===== src/rtl/timer_core_param.sv =====
// timer_core_param: BCD stopwatch / countdown timer driving active-low 7-segment digits.
// Defining TIMER_LAP_EN adds a lap-hold display register; without it the Lap input is ignored.
module timer_core_param #(
   parameter int                  DIGITS   = 4,
   parameter int                  TICK_DIV = 500000,
   parameter logic [4*DIGITS-1:0] PRESET   = (4*DIGITS)'(16'h3000)
) (
   input  logic                  CLK_50MHz,
   input  logic                  rst,
   input  logic                  StartStop,
   input  logic                  ModeSel,
   input  logic                  Lap,
   output logic [7*DIGITS-1:0]   HexOut,
   output logic                  DOT,
   output logic                  Done,
   output logic                  Running
);
   localparam int CW = 4*DIGITS;
   localparam int PW = $clog2(TICK_DIV);
   localparam logic [PW-1:0] PRE_LAST = PW'(TICK_DIV - 1);
   localparam logic [CW-1:0] ALL_NINES = {DIGITS{4'h9}};

   typedef enum logic [1:0] {IDLE = 2'd0, RUN = 2'd1, DONE = 2'd2} stateT;

   function automatic logic [CW-1:0] bcdInc(input logic [CW-1:0] v);
      logic [CW-1:0] r;
      logic          c;
      r = v;
      c = 1'b1;
      for (int i = 0; i < DIGITS; i++) begin
         if (c) begin
            if (v[4*i +: 4] == 4'd9) begin
               r[4*i +: 4] = 4'd0;
            end else begin
               r[4*i +: 4] = v[4*i +: 4] + 4'd1;
               c = 1'b0;
            end
         end else begin
            r[4*i +: 4] = v[4*i +: 4];
         end
      end
      return r;
   endfunction

   function automatic logic [CW-1:0] bcdDec(input logic [CW-1:0] v);
      logic [CW-1:0] r;
      logic          b;
      r = v;
      b = 1'b1;
      for (int i = 0; i < DIGITS; i++) begin
         if (b) begin
            if (v[4*i +: 4] == 4'd0) begin
               r[4*i +: 4] = 4'd9;
            end else begin
               r[4*i +: 4] = v[4*i +: 4] - 4'd1;
               b = 1'b0;
            end
         end else begin
            r[4*i +: 4] = v[4*i +: 4];
         end
      end
      return r;
   endfunction

   function automatic logic [6:0] segEncode(input logic [3:0] d);
      case (d)
         4'd0:    return 7'b1000000;
         4'd1:    return 7'b1111001;
         4'd2:    return 7'b0100100;
         4'd3:    return 7'b0110000;
         4'd4:    return 7'b0011001;
         4'd5:    return 7'b0010010;
         4'd6:    return 7'b0000010;
         4'd7:    return 7'b1111000;
         4'd8:    return 7'b0000000;
         4'd9:    return 7'b0010000;
         default: return 7'b1111111;
      endcase
   endfunction

   // Input bit order: [0] StartStop, [1] ModeSel, [2] Lap (lap build only)
`ifdef TIMER_LAP_EN
   localparam int NIN = 3;
   logic [NIN-1:0] asyncIn;
   assign asyncIn = {Lap, ModeSel, StartStop};
`else
   localparam int NIN = 2;
   logic [NIN-1:0] asyncIn;
   logic           unusedLap;
   assign asyncIn   = {ModeSel, StartStop};
   assign unusedLap = Lap;
`endif

   logic [NIN-1:0] syncA, syncB, syncPrev;
   logic           startEdge, modeChange, mode, tick, doneEvent;
   stateT          state, nextState;
   logic [CW-1:0]  count, nextCount, incVal, decVal, dispVal;
   logic [PW-1:0]  pre, nextPre;
   logic [7*DIGITS-1:0] nextHex;

   assign startEdge  = syncB[0] & ~syncPrev[0];
   assign modeChange = syncB[1] ^ syncPrev[1];
   assign mode       = syncB[1];
   assign incVal     = bcdInc(count);
   assign decVal     = bcdDec(count);

   // Two-flop synchronizers plus previous-value flops for edge detection
   always_ff @(posedge CLK_50MHz or posedge rst) begin
      if (rst) begin
         syncA    <= {NIN{1'b0}};
         syncB    <= {NIN{1'b0}};
         syncPrev <= {NIN{1'b0}};
      end else begin
         syncA    <= asyncIn;
         syncB    <= syncA;
         syncPrev <= syncB;
      end
   end

   // Next-state, count, prescaler and done-event logic; a mode change overrides everything
   always_comb begin
      nextState = state;
      nextCount = count;
      nextPre   = pre;
      doneEvent = 1'b0;
      tick      = (state == RUN) && (pre == PRE_LAST);
      if (modeChange) begin
         nextState = IDLE;
         nextPre   = {PW{1'b0}};
         nextCount = mode ? PRESET : {CW{1'b0}};
      end else begin
         if (state == RUN) begin
            nextPre = tick ? {PW{1'b0}} : pre + PW'(1);
         end else begin
            nextPre = pre;
         end
         case (state)
            IDLE: begin
               if (startEdge && !(mode && (count == {CW{1'b0}}))) begin
                  nextState = RUN;
               end else begin
                  nextState = IDLE;
               end
            end
            RUN: begin
               if (startEdge) begin
                  nextState = IDLE;
               end else if (tick && mode) begin
                  nextCount = decVal;
                  if (decVal == {CW{1'b0}}) begin
                     nextState = DONE;
                     doneEvent = 1'b1;
                  end else begin
                     nextState = RUN;
                  end
               end else if (tick) begin
                  nextCount = incVal;
                  doneEvent = (count == ALL_NINES);
               end else begin
                  nextState = RUN;
               end
            end
            DONE: begin
               if (startEdge) begin
                  nextCount = PRESET;
                  nextState = IDLE;
               end else begin
                  nextState = DONE;
               end
            end
            default: nextState = IDLE;
         endcase
      end
   end

   // State, count and prescaler registers
   always_ff @(posedge CLK_50MHz or posedge rst) begin
      if (rst) begin
         state <= IDLE;
         count <= {CW{1'b0}};
         pre   <= {PW{1'b0}};
      end else begin
         state <= nextState;
         count <= nextCount;
         pre   <= nextPre;
      end
   end

`ifdef TIMER_LAP_EN
   logic          lapEdge, holdActive, nextHoldActive;
   logic [CW-1:0] holdVal, nextHoldVal;
   assign lapEdge = syncB[2] & ~syncPrev[2];

   // Lap hold: first stopwatch-RUN edge latches, any later stopwatch edge releases
   always_comb begin
      nextHoldActive = holdActive;
      nextHoldVal    = holdVal;
      if (modeChange) begin
         nextHoldActive = 1'b0;
      end else if (lapEdge && !mode) begin
         if (holdActive) begin
            nextHoldActive = 1'b0;
         end else if (state == RUN) begin
            nextHoldActive = 1'b1;
            nextHoldVal    = count;
         end else begin
            nextHoldActive = holdActive;
         end
      end else begin
         nextHoldActive = holdActive;
      end
   end

   // Lap hold registers
   always_ff @(posedge CLK_50MHz or posedge rst) begin
      if (rst) begin
         holdActive <= 1'b0;
         holdVal    <= {CW{1'b0}};
      end else begin
         holdActive <= nextHoldActive;
         holdVal    <= nextHoldVal;
      end
   end

   assign dispVal = holdActive ? holdVal : count;
`else
   assign dispVal = count;
`endif

   // Segment encoding of the displayed value
   always_comb begin
      nextHex = {7*DIGITS{1'b1}};
      for (int i = 0; i < DIGITS; i++) begin
         nextHex[7*i +: 7] = segEncode(dispVal[4*i +: 4]);
      end
   end

   // Registered outputs; Running tracks the state register exactly
   always_ff @(posedge CLK_50MHz or posedge rst) begin
      if (rst) begin
         HexOut  <= {DIGITS{7'b1000000}};
         DOT     <= 1'b1;
         Done    <= 1'b0;
         Running <= 1'b0;
      end else begin
         HexOut  <= nextHex;
         DOT     <= (state != RUN);
         Done    <= doneEvent;
         Running <= (nextState == RUN);
      end
   end
endmodule

===== config.mk =====
export PLATFORM = sky130hd
export DESIGN_NAME = timer_core_param
export DESIGN_NICKNAME = d
export VERILOG_FILES = /design/src/rtl/timer_core_param.sv
export SDC_FILE = /design/constraint.sdc
export NUM_CORES = 1
export LEC_CHECK = 0
export ABC_CLOCK_PERIOD_IN_PS = 3800
export CAP_MARGIN = 20
export CORE_MARGIN = 1.5
export CORE_UTILIZATION = 50
export DETAILED_ROUTE_END_ITERATION = 12
export PLACE_DENSITY = 0.7
export SLEW_MARGIN = 10
export SYNTH_ARGS = -nofsm -noshare
export SYNTH_HDL_FRONTEND = slang
export SYNTH_SLANG_ARGS = --single-unit

===== constraint.sdc =====
create_clock -name CLK_50MHz -period 3.8 [get_ports CLK_50MHz]
set_input_delay 0.76 -clock CLK_50MHz [delete_from_list [all_inputs] [get_ports CLK_50MHz]]
set_output_delay 0.76 -clock CLK_50MHz [all_outputs]
set_load 0.01 [all_outputs]

==> metrics.yaml <==
logic_synthesis:
  synth_top_area_share: 0.405
  synth-compound-area-share: 0.170
  synth_edf_count: 0
  yosys_most_used_dff: "dfrtp_1"
  synthTopCellsByArea: "dfrtp_1 (40%), ha_1 (6.2%), nor2_1 (5.4%)"
  syn_inst: 480
  synthMuxAreaShare: 0.00939
  yosysTopAreaCell: "dfrtp_1"
  seq_area_frac_synth: 0.436
  synth_top_family_by_area: "simple AND/OR/NAND/NOR gates"
  synthDistinctLibCells: 61
  ys_seq_elements: 74
  async_flop_share: 1.00
  synthAdderAreaFrac: 0.0616
  synth-simple-area-share: 0.249
  ys_warn_count: 0
  syn_area_um2: 4270
  syn_avg_cell_area_um2: 8.89
  synth-xor-area-share: 0.0370
  syn-num-nets: 506
critical_path:
  worst_path_largest_cell_delay_ps: 580
  cpMaxStageDelayCell: "nor3_1"
  crit_family: "simple AND/OR/NAND/NOR gates"
  critPathLaunchType: "register"
  crit_buf_inv: 1
  crit_type: "reg -> reg"
  required_ps: 4020
  crit_fanout: 10
  cp-end-kind: "register"
  path_common_cell: "nor3_1"
  worstPathCellList: "inv_1 > ha_1 > or3b_1 > nor3_1 > nor3_2 > nand4_1 > nor3_1 > nor4_1"
  cp.arrival_ps: 3060
clock_network:
  hold_buffers: 0
  insertion_delay_ps: 360
  clk_pin_slew_ps: 80
  cts_buffers: 9
  clock-root-buffer: "clkbuf_8"
  cts_resized: 0
  cts_max_path_buffers: 2
  cts_tree: "yes"
  post_cts_buffers: 0
  htreeDepth: 3
  numClockSinks: 74
route:
  num_vias: 3527
  wire_per_inst_um: 14.7
  ant_nets: 0
  drt-vias-per-instance: 5.73
  drc: 0
  routed_wl_um: 9030
  drt_iter0_markers: 194
  firstDrtPassIters: 5
sta:
  finalWorstSetupSlack_ps: 959
  setup_violations: 0
  final.period_utilization: 0.748
  finalMaxSlewViolations: 0
  fin_crit_ps: 2840
  fin_skew_ps: 14.1
  tightest_slew_ps: 687
  hold_viol: 0
  tns_ps: 0
  fmax_mhz: 352
  relSlewSlack: 0.540
  rsz0062_at_grt: "false"
place:
  pre_cts_slack_ps: 982
  gp_congestion: 0.873
  dp_hpwl_um: 6380
  io_buffers: 34
floorplanning:
  initial_core_util: 0.517
  die-area_um2: 9090
  coreArea_um2: 8260
  die_y_um: 95.4
  ios: 36
  num_rows: 33
  fp.dieW_um: 95.4
finish:
  fin_nets: 533
  synthToLayoutAreaGrowth_pct: 13.1
  n_antenna_cell: 0
  drive_gt1_frac: 0.0724
pwr:
  p_leak_nw: 2.09
  combPwrFrac: 0.406
  switching_share: 0.374
  power_switching_w: 0.00101
  pwr-share-seq: 0.403
  power_density_nw_per_um2: 560
  power.share.clock: 0.192
  ir_worst_vdd_mv: 0.255
  power.internal_w: 0.00169
grt:
  overflow: 0
  grt_pass1_vias: 3285
  grt_first_pass_wirelength_um: 15500
  antenna_found_initial: 0
  grt_use_total: 0.219
  grt_max_degree: 34
worst_hold_path:
  min_path_type: "reg -> reg"
run:
  drv_cap: 0
outcome:
  status: "completed"
final timing paths:
kind                                 startpoint                   to  slack [ps]  cells after the start
setup / recovery           count[1]$_DFFE_PP0P_    Running$_DFF_PP0_         960                      8
hold / removal               syncA[0]$_DFF_PP0_   syncB[0]$_DFF_PP0_         360                      0
setup reg to reg           count[1]$_DFFE_PP0P_    Running$_DFF_PP0_         960                      8
hold reg to reg              syncA[0]$_DFF_PP0_   syncB[0]$_DFF_PP0_         360                      0
max in group asynchronous                   rst  HexOut[6]$_DFF_PP1_        2190                      3
min in group asynchronous                   rst   pre[6]$_DFFE_PP0P_         820                      2
placed cells by master (no fill, tap or decap), drive strengths merged, types with 4 or more instances in the layout:
cell / n
dfrtp: 69
nor2: 61
nand2: 57
a21oi: 44
clkdlybuf4s50: 34
ha: 21
o21ai: 19
inv: 16
nor3: 16
nand3: 15
nand2b: 12
xnor2: 11
o31ai: 11
clkbuf: 11
and3: 9
nand4: 7
xor2: 7
clkinv: 7
or2: 6
nor3b: 6
dfstp: 5
or3: 5
mux2i: 4
and2: 4
nor4: 4
a31oi: 4
Yosys cell counts, types with 3 or more instances:
master and count:
nand2b_1 12, a22o_1 3, a211oi_1 3, nor3_1 14, a21oi_1 44, inv_1 16, nand4_1 7, nand3_1 15
dfrtp_1 69, nand2_1 57, a21boi_0 3, nor4_1 3, or2_2 6, or3_1 5, and2_1 3, clkinv_1 3
nor2_1 61, o211ai_1 3, xnor2_1 11, buf_2 4, ha_1 21, xor2_1 7, dfstp_2 5, a31oi_1 3
clkbuf_1 15, o31ai_1 11, and3_1 9, nand3b_1 3, mux2i_1 4, nor3b_1 5, o21ai_0 18
logic make-up after synthesis:
family | after synthesis
muxes | 4
xor gates and xnor gates | 18
buffers and inverters | 40
DFF | 74
adders and majority gates | 21
AOI/OAI and AO/OA | 110
and+or+nand+nor | 213
stage by stage:
stage / hold slack, ps / power [W] / cell area [um^2] / instances / util
floorplan: 331 / 0.00179 / 4270 / 480 / -
finish: 359 / 0.00270 / 4820 / 616 / 0.584
CTS: 362 / 0.00271 / 4820 / 616 / 0.584
detailed placement: 336 / 0.00219 / 4670 / 601 / 0.566
global placement: 339 / 0.00217 / 4670 / 601 / 0.566
global route: 370 / 0.00291 / 4820 / 616 / 0.584
sequential cells by signal (all words and copies together) (netlist names):
name,flops
DOT,1
count,16
syncB,2
HexOut,28
Done,1
syncPrev,2
state,2
syncA,2
Running,1
pre,19
metal layers:
| layer | part of all wire | wire length [um] | vias up | global-route usage |
|---|---|---|---|---|
| met4 | 0.018 | 165 | 0 | 0.0883 |
| met5 | 0 | 0 | - | 0 |
| li1 | - | - | 1737 | - |
| met2 | 0.47 | 4240 | 94 | 0.344 |
| met1 | 0.47 | 4270 | 1680 | 0.297 |
| met3 | 0.039 | 354 | 16 | 0.0391 |
layout make-up:
| class | count | area (um^2) |
|---|---|---|
| fill | 742 | 3440 |
| multi-input combinational | 366 | 2250 |
| sequential | 74 | 1860 |
| timing repair buffer | 37 | 363 |
| clock buffer | 11 | 131 |
| tap | 105 | 131 |
| inverter | 19 | 71.3 |
| clock inverter | 4 | 20.0 |
power by group through the flow:
stage          clock network, W  logic, W  registers, W
2_1_floorplan                 0  0.000676       0.00111
6_report               0.000517   0.00110       0.00109
3_3_place_gp                  0   0.00108       0.00109
4_1_cts                0.000528   0.00109       0.00109
5_1_grt                0.000561   0.00123       0.00111
3_5_place_dp                  0   0.00109       0.00110
Note: power is estimated with default switching activity, not from simulation.
